==> src/rtl/gemm_pkg.sv <==
// gemm_pkg: shared constants, FSM state type and row-major address helper for the GEMM MAC block.
package gemm_pkg;
  localparam int N    = 8;
  localparam int DW   = 8;
  localparam int LW   = $clog2(N);
  localparam int AW   = 2 * LW;
  localparam int ACCW = 2 * DW + LW;

  typedef enum logic [1:0] {IDLE, RUN, DRAIN} state_e;

  // N is a power of two, so r*N+c is plain concatenation.
  function automatic logic [AW-1:0] addr_of(input logic [LW-1:0] r, input logic [LW-1:0] c);
    return {r, c};
  endfunction
endpackage

==> src/rtl/gemm_addr_gen.sv <==
// gemm_addr_gen: p/j/k loop counters, registered A/B read addresses and the
// k-first/k-last tags aligned with the cycle the ROM data is consumed.
module gemm_addr_gen
  import gemm_pkg::*;
(
  input  logic          clk,
  input  logic          rst_n,
  input  logic          load_i,
  input  logic          adv_i,
  output logic [AW-1:0] addr_a1_o,
  output logic [AW-1:0] addr_a2_o,
  output logic [AW-1:0] addr_b_o,
  output logic          last_o,
  output logic          vld_o,
  output logic          k_first_o,
  output logic          k_last_o,
  output logic [LW-1:0] p_o,
  output logic [LW-1:0] j_o
);
  localparam logic [LW-1:0] KMAX = '1;
  localparam logic [LW-1:0] PMAX = LW'(N / 2 - 1);
  localparam logic [LW-1:0] ONE  = LW'(1);

  logic [LW-1:0] p_q, p_d, j_q, j_d, k_q, k_d, p1_q, j1_q;
  logic [AW-1:0] a1_q, a2_q, b_q;
  logic          iss_q, vld_q, kf_q, kl_q;

  always_comb begin
    k_d = load_i ? '0 : adv_i ? k_q + ONE : k_q;
    j_d = load_i ? '0 : (adv_i && k_q == KMAX) ? j_q + ONE : j_q;
    p_d = load_i ? '0 : (adv_i && k_q == KMAX && j_q == KMAX) ? (p_q == PMAX ? '0 : p_q + ONE) : p_q;
  end

  always_ff @(posedge clk or negedge rst_n) begin
    if (!rst_n) begin
      p_q   <= '0;
      j_q   <= '0;
      k_q   <= '0;
      a1_q  <= '0;
      a2_q  <= '0;
      b_q   <= '0;
      iss_q <= 1'b0;
      vld_q <= 1'b0;
      kf_q  <= 1'b0;
      kl_q  <= 1'b0;
      p1_q  <= '0;
      j1_q  <= '0;
    end else begin
      p_q   <= p_d;
      j_q   <= j_d;
      k_q   <= k_d;
      iss_q <= load_i | adv_i;
      if (load_i | adv_i) begin
        a1_q <= addr_of(p_d << 1, k_d);
        a2_q <= addr_of((p_d << 1) | ONE, k_d);
        b_q  <= addr_of(k_d, j_d);
      end
      // one stage behind issue: matches the registered ROM output
      vld_q <= iss_q;
      kf_q  <= k_q == '0;
      kl_q  <= k_q == KMAX;
      p1_q  <= p_q;
      j1_q  <= j_q;
    end
  end

  assign addr_a1_o = a1_q;
  assign addr_a2_o = a2_q;
  assign addr_b_o  = b_q;
  assign last_o    = p_q == PMAX && j_q == KMAX && k_q == KMAX;
  assign vld_o     = vld_q;
  assign k_first_o = kf_q;
  assign k_last_o  = kl_q;
  assign p_o       = p1_q;
  assign j_o       = j1_q;
endmodule

==> src/rtl/gemm_mac_ctrl.sv <==
// gemm_mac_ctrl: sequences A/B ROM reads and accumulates two Q elements per tile
// (rows 2p and 2p+1), writing each finished pair to the Q RAM.
module gemm_mac_ctrl
  import gemm_pkg::*;
(
  input  logic                   clk,
  input  logic                   rst_n,
  input  logic                   start,
  output logic                   busy,
  output logic                   done,
  output logic [AW-1:0]          addr_a1,
  output logic [AW-1:0]          addr_a2,
  output logic [AW-1:0]          addr_b,
  input  logic signed [DW-1:0]   a_data1,
  input  logic signed [DW-1:0]   a_data2,
  input  logic signed [DW-1:0]   b_data,
  output logic                   q_we,
  output logic [AW-1:0]          q_addr1,
  output logic [AW-1:0]          q_addr2,
  output logic signed [ACCW-1:0] q_data1,
  output logic signed [ACCW-1:0] q_data2
);
  localparam logic [LW-1:0] ONE = LW'(1);

  state_e                 state_q, state_d;
  logic                   load, adv, last, vld, k_first, k_last;
  logic [LW-1:0]          p_t, j_t;
  logic                   done_q, we_q;
  logic [AW-1:0]          qa1_q, qa2_q;
  logic signed [ACCW-1:0] acc1_q, acc2_q, qd1_q, qd2_q;
  logic signed [ACCW-1:0] prod1, prod2, sum1, sum2;

  gemm_addr_gen u_addr (
    .clk      (clk),
    .rst_n    (rst_n),
    .load_i   (load),
    .adv_i    (adv),
    .addr_a1_o(addr_a1),
    .addr_a2_o(addr_a2),
    .addr_b_o (addr_b),
    .last_o   (last),
    .vld_o    (vld),
    .k_first_o(k_first),
    .k_last_o (k_last),
    .p_o      (p_t),
    .j_o      (j_t)
  );

  always_ff @(posedge clk or negedge rst_n) begin
    if (!rst_n) state_q <= IDLE;
    else        state_q <= state_d;
  end

  // DRAIN ends once the last product has been folded in and written.
  always_comb begin
    state_d = (state_q == IDLE && start) ? RUN :
              (state_q == RUN && last)   ? DRAIN :
              (state_q == DRAIN && !vld) ? IDLE : state_q;
  end

  always_comb begin
    load = state_q == IDLE && start;
    adv  = state_q == RUN && !last;
    busy = state_q != IDLE;
  end

  assign prod1 = ACCW'(a_data1) * ACCW'(b_data);
  assign prod2 = ACCW'(a_data2) * ACCW'(b_data);
  assign sum1  = (k_first ? '0 : acc1_q) + prod1;
  assign sum2  = (k_first ? '0 : acc2_q) + prod2;

  always_ff @(posedge clk or negedge rst_n) begin
    if (!rst_n) begin
      done_q <= 1'b0;
      we_q   <= 1'b0;
      acc1_q <= '0;
      acc2_q <= '0;
      qd1_q  <= '0;
      qd2_q  <= '0;
      qa1_q  <= '0;
      qa2_q  <= '0;
    end else begin
      done_q <= state_q == DRAIN && !vld;
      we_q   <= vld && k_last;
      if (vld) begin
        acc1_q <= sum1;
        acc2_q <= sum2;
      end
      if (vld && k_last) begin
        qd1_q <= sum1;
        qd2_q <= sum2;
        qa1_q <= addr_of(p_t << 1, j_t);
        qa2_q <= addr_of((p_t << 1) | ONE, j_t);
      end
    end
  end

  assign done    = done_q;
  assign q_we    = we_q;
  assign q_addr1 = qa1_q;
  assign q_addr2 = qa2_q;
  assign q_data1 = qd1_q;
  assign q_data2 = qd2_q;
endmodule

==> config.mk <==
export PLATFORM = sky130hd
export DESIGN_NAME = gemm_mac_ctrl
export DESIGN_NICKNAME = d
export VERILOG_FILES = /design/src/rtl/gemm_pkg.sv /design/src/rtl/gemm_addr_gen.sv /design/src/rtl/gemm_mac_ctrl.sv
export SDC_FILE = /design/constraint.sdc
export NUM_CORES = 1
export LEC_CHECK = 0
export CAP_MARGIN = 5
export CELL_PAD_IN_SITES_DETAIL_PLACEMENT = 2
export CELL_PAD_IN_SITES_GLOBAL_PLACEMENT = 2
export CORE_ASPECT_RATIO = 1.25
export CORE_MARGIN = 1.5
export CORE_UTILIZATION = 23
export CTS_CLUSTER_SIZE = 28
export DETAILED_ROUTE_END_ITERATION = 16
export DONT_BUFFER_PORTS = 1
export GPL_TIMING_DRIVEN = 0
export PLACE_DENSITY_LB_ADDON = 0.1
export SETUP_SLACK_MARGIN = 0.15
export SLEW_MARGIN = 20
export SYNTH_ARGS = -nofsm -noshare
export SYNTH_HDL_FRONTEND = slang
export SYNTH_HIERARCHICAL = 1
export SYNTH_SLANG_ARGS = --single-unit
export TNS_END_PERCENT = 1
==> constraint.sdc <==
create_clock -name clk -period 9.7 [get_ports clk]
set_input_delay 1.455 -clock clk [delete_from_list [all_inputs] [get_ports clk]]
set_output_delay 1.455 -clock clk [all_outputs]
set_load 0.05 [all_outputs]
==> results.md <==
- # setup viols final: 0
- CTS max path bufs: 2
- Number of global-route vias before repair: 9664
- CP Class: in2reg
- Final setup skew: roughly 13 ps
- Synth Cell Area: ~12000 sq um
- Yosys warnings: 6
- Remaining DRCs: 0
- Post-layout util: about a quarter
- Crit path max fanout: 10
- Final wirelength: between 30000 and 40000 um
- Worst R2R Start: u_addr/k_first_o$_DFF_PN0_
- First-pass GRT wire length: approximately 57000 um
- Antenna violations before repair: 0
- Outcome: completed
- Largest net degree at the start of global routing: 114
- Reg2reg setup slack: 5170 ps
- Max Cap Viol: 0
- Die Wd: 204 um
- Post-CTS setup buffers: 0
- Worst Hold Endpoint: u_addr/vld_o$_DFF_PN0_
- Syn avg cell area: approximately 9.7 sq um
- Worst hold start: u_addr/iss_q$_DFF_PN0_
- Placeable core area: roughly 50000 sq um
- RSZ-0062 raised after global routing: no
- HPWL after DPL: between 20000 and 30000 um
- Final critical-path share of the clock period: between 80% and 90%
- Via count: between 8000 and 9000
- Startpoint types: input pin
- Reg clk slew, reported paths: 60 ps
- Reg-to-reg endpoint: q_data1[18]$_DFFE_PN0P_
- Finished Cell Area: 13100 sq um
- Num rows: slightly above 90
- Slew HR: a little under 40%
- Area growth syn-to-layout: 12.6%
- Placed Instance Area: roughly 12000 sq um
- Clock root buffer: clkbuf_16
- Worst-Skew Late Latency: 440 ps
- Syn Inst Count: 1201
- TritonCTS Buffers: 17
- Diodes inserted: 0
- Final Hold Vio Count: 0
- DR vias/cell: between 4 and 5
- Initial Utilization: roughly a quarter
- H-tree Lvls: 4
- DRT iter0 DRCs: approximately 120
- CP max stage cell: o311ai_0
- Worst slew pin tran: about 900 ps
- R2R depth: 12
- Crit path capture type: register
- CP Data Arrival Time: between 8000 and 9000 ps
- I/O Pins: 98
- Clock sink total: between 100 and 150
- Worst EP required: 10020 ps
- Port bufs: 0
- Achievable Freq: roughly 120 MHz
- Antenna-violating nets left: 0
- Max stage delay on crit path: approximately 760 ps
- Slew Viols, Final: 0
- Fin crit period: about 8100 ps
- Die area: about 52000 sq um
- Nets: between 1000 and 1500
- Syn_nets: around 1400
- Routed len/inst: 18.3 um
- CTS tree: built
- Post-cts resize count: 0
- Setup TNS: 0 ps
- Post-CTS Hold Fix Bufs: 0
- Share of cells above drive strength 1: 10.9%
- GRT Overall Usage: 14.3%
- TritonRoute pass-1 iters: 4
- Hold path depth: 0
- Gpl congestion: 0.731
- WHS: 351 ps
- Die height: ~250 um
- Worst hold path class: reg2reg
- Grt ovf: 0
## worst max path at each step
| stage | start | end | cells past startpoint |
|---|---|---|---|
| after global placement | b_data[4] | q_data1[18]$_DFFE_PN0P_ | 26 |
| final | b_data[2] | q_data1[18]$_DFFE_PN0P_ | 26 |
| after CTS | b_data[2] | q_data1[18]$_DFFE_PN0P_ | 26 |
| after global routing | b_data[2] | q_data1[18]$_DFFE_PN0P_ | 26 |
| after detailed placement | b_data[2] | acc1_q[18]$_DFFE_PN0P_ | 21 |
| after floorplan | b_data[6] | q_data1[18]$_DFFE_PN0P_ | 25 |
## sequential cells by signal, indices dropped and copies added (netlist names), 6 cells and up
register          cells
q_addr2               6
acc1_q               19
q_data1              19
acc2_q               19
q_data2              19
u_addr/addr_a2_o      6
## cell type report
type | count | area, sq um
Fill cell | 5670 | 36600
Multi-Input combinational cell | 850 | 7840
Sequential cell | 113 | 2830
Tap cell | 651 | 815
Inverter | 193 | 724
Clock buffer | 23 | 468
Buffer | 45 | 230
Clock inverter | 9 | 179
## critical path: cells and delay by family
family	cells	cell delay (ps)
compound gates	10	2500
fa+ha+maj	6	2620
buf+inv	4	800
simple gates	6	1060
## layer usage
layer  GRT usage [%]  wire length (um)
met5               0                 0
met4            3.40               344
met3            2.59              1180
met2            25.0             17100
met1            18.2             15800
## stage by stage
step | std cells | setup slack (ps)
floorplan | 1201 | 2550
global placement | 1852 | 1130
detailed placement | 1852 | 1170
CTS | 1884 | 1560
global route | 1884 | 1010
finish | 1884 | 1590
## layout by cell type, fill, tap and decap left out, types with 33 or more instances in the layout
cell type	n
inv_1	192
dfrtp_1	113
fa_1	112
ha_1	100
and2_1	92
nand2_1	70
mux2_2	67
nor2b_1	55
a21oi_1	52
xnor2_1	50
nor2_1	45
o21ai_0	33
Power is left out: the tool's default activity adds up to more than one toggle a clock period on the data nets, which glitch-free logic cannot reach.
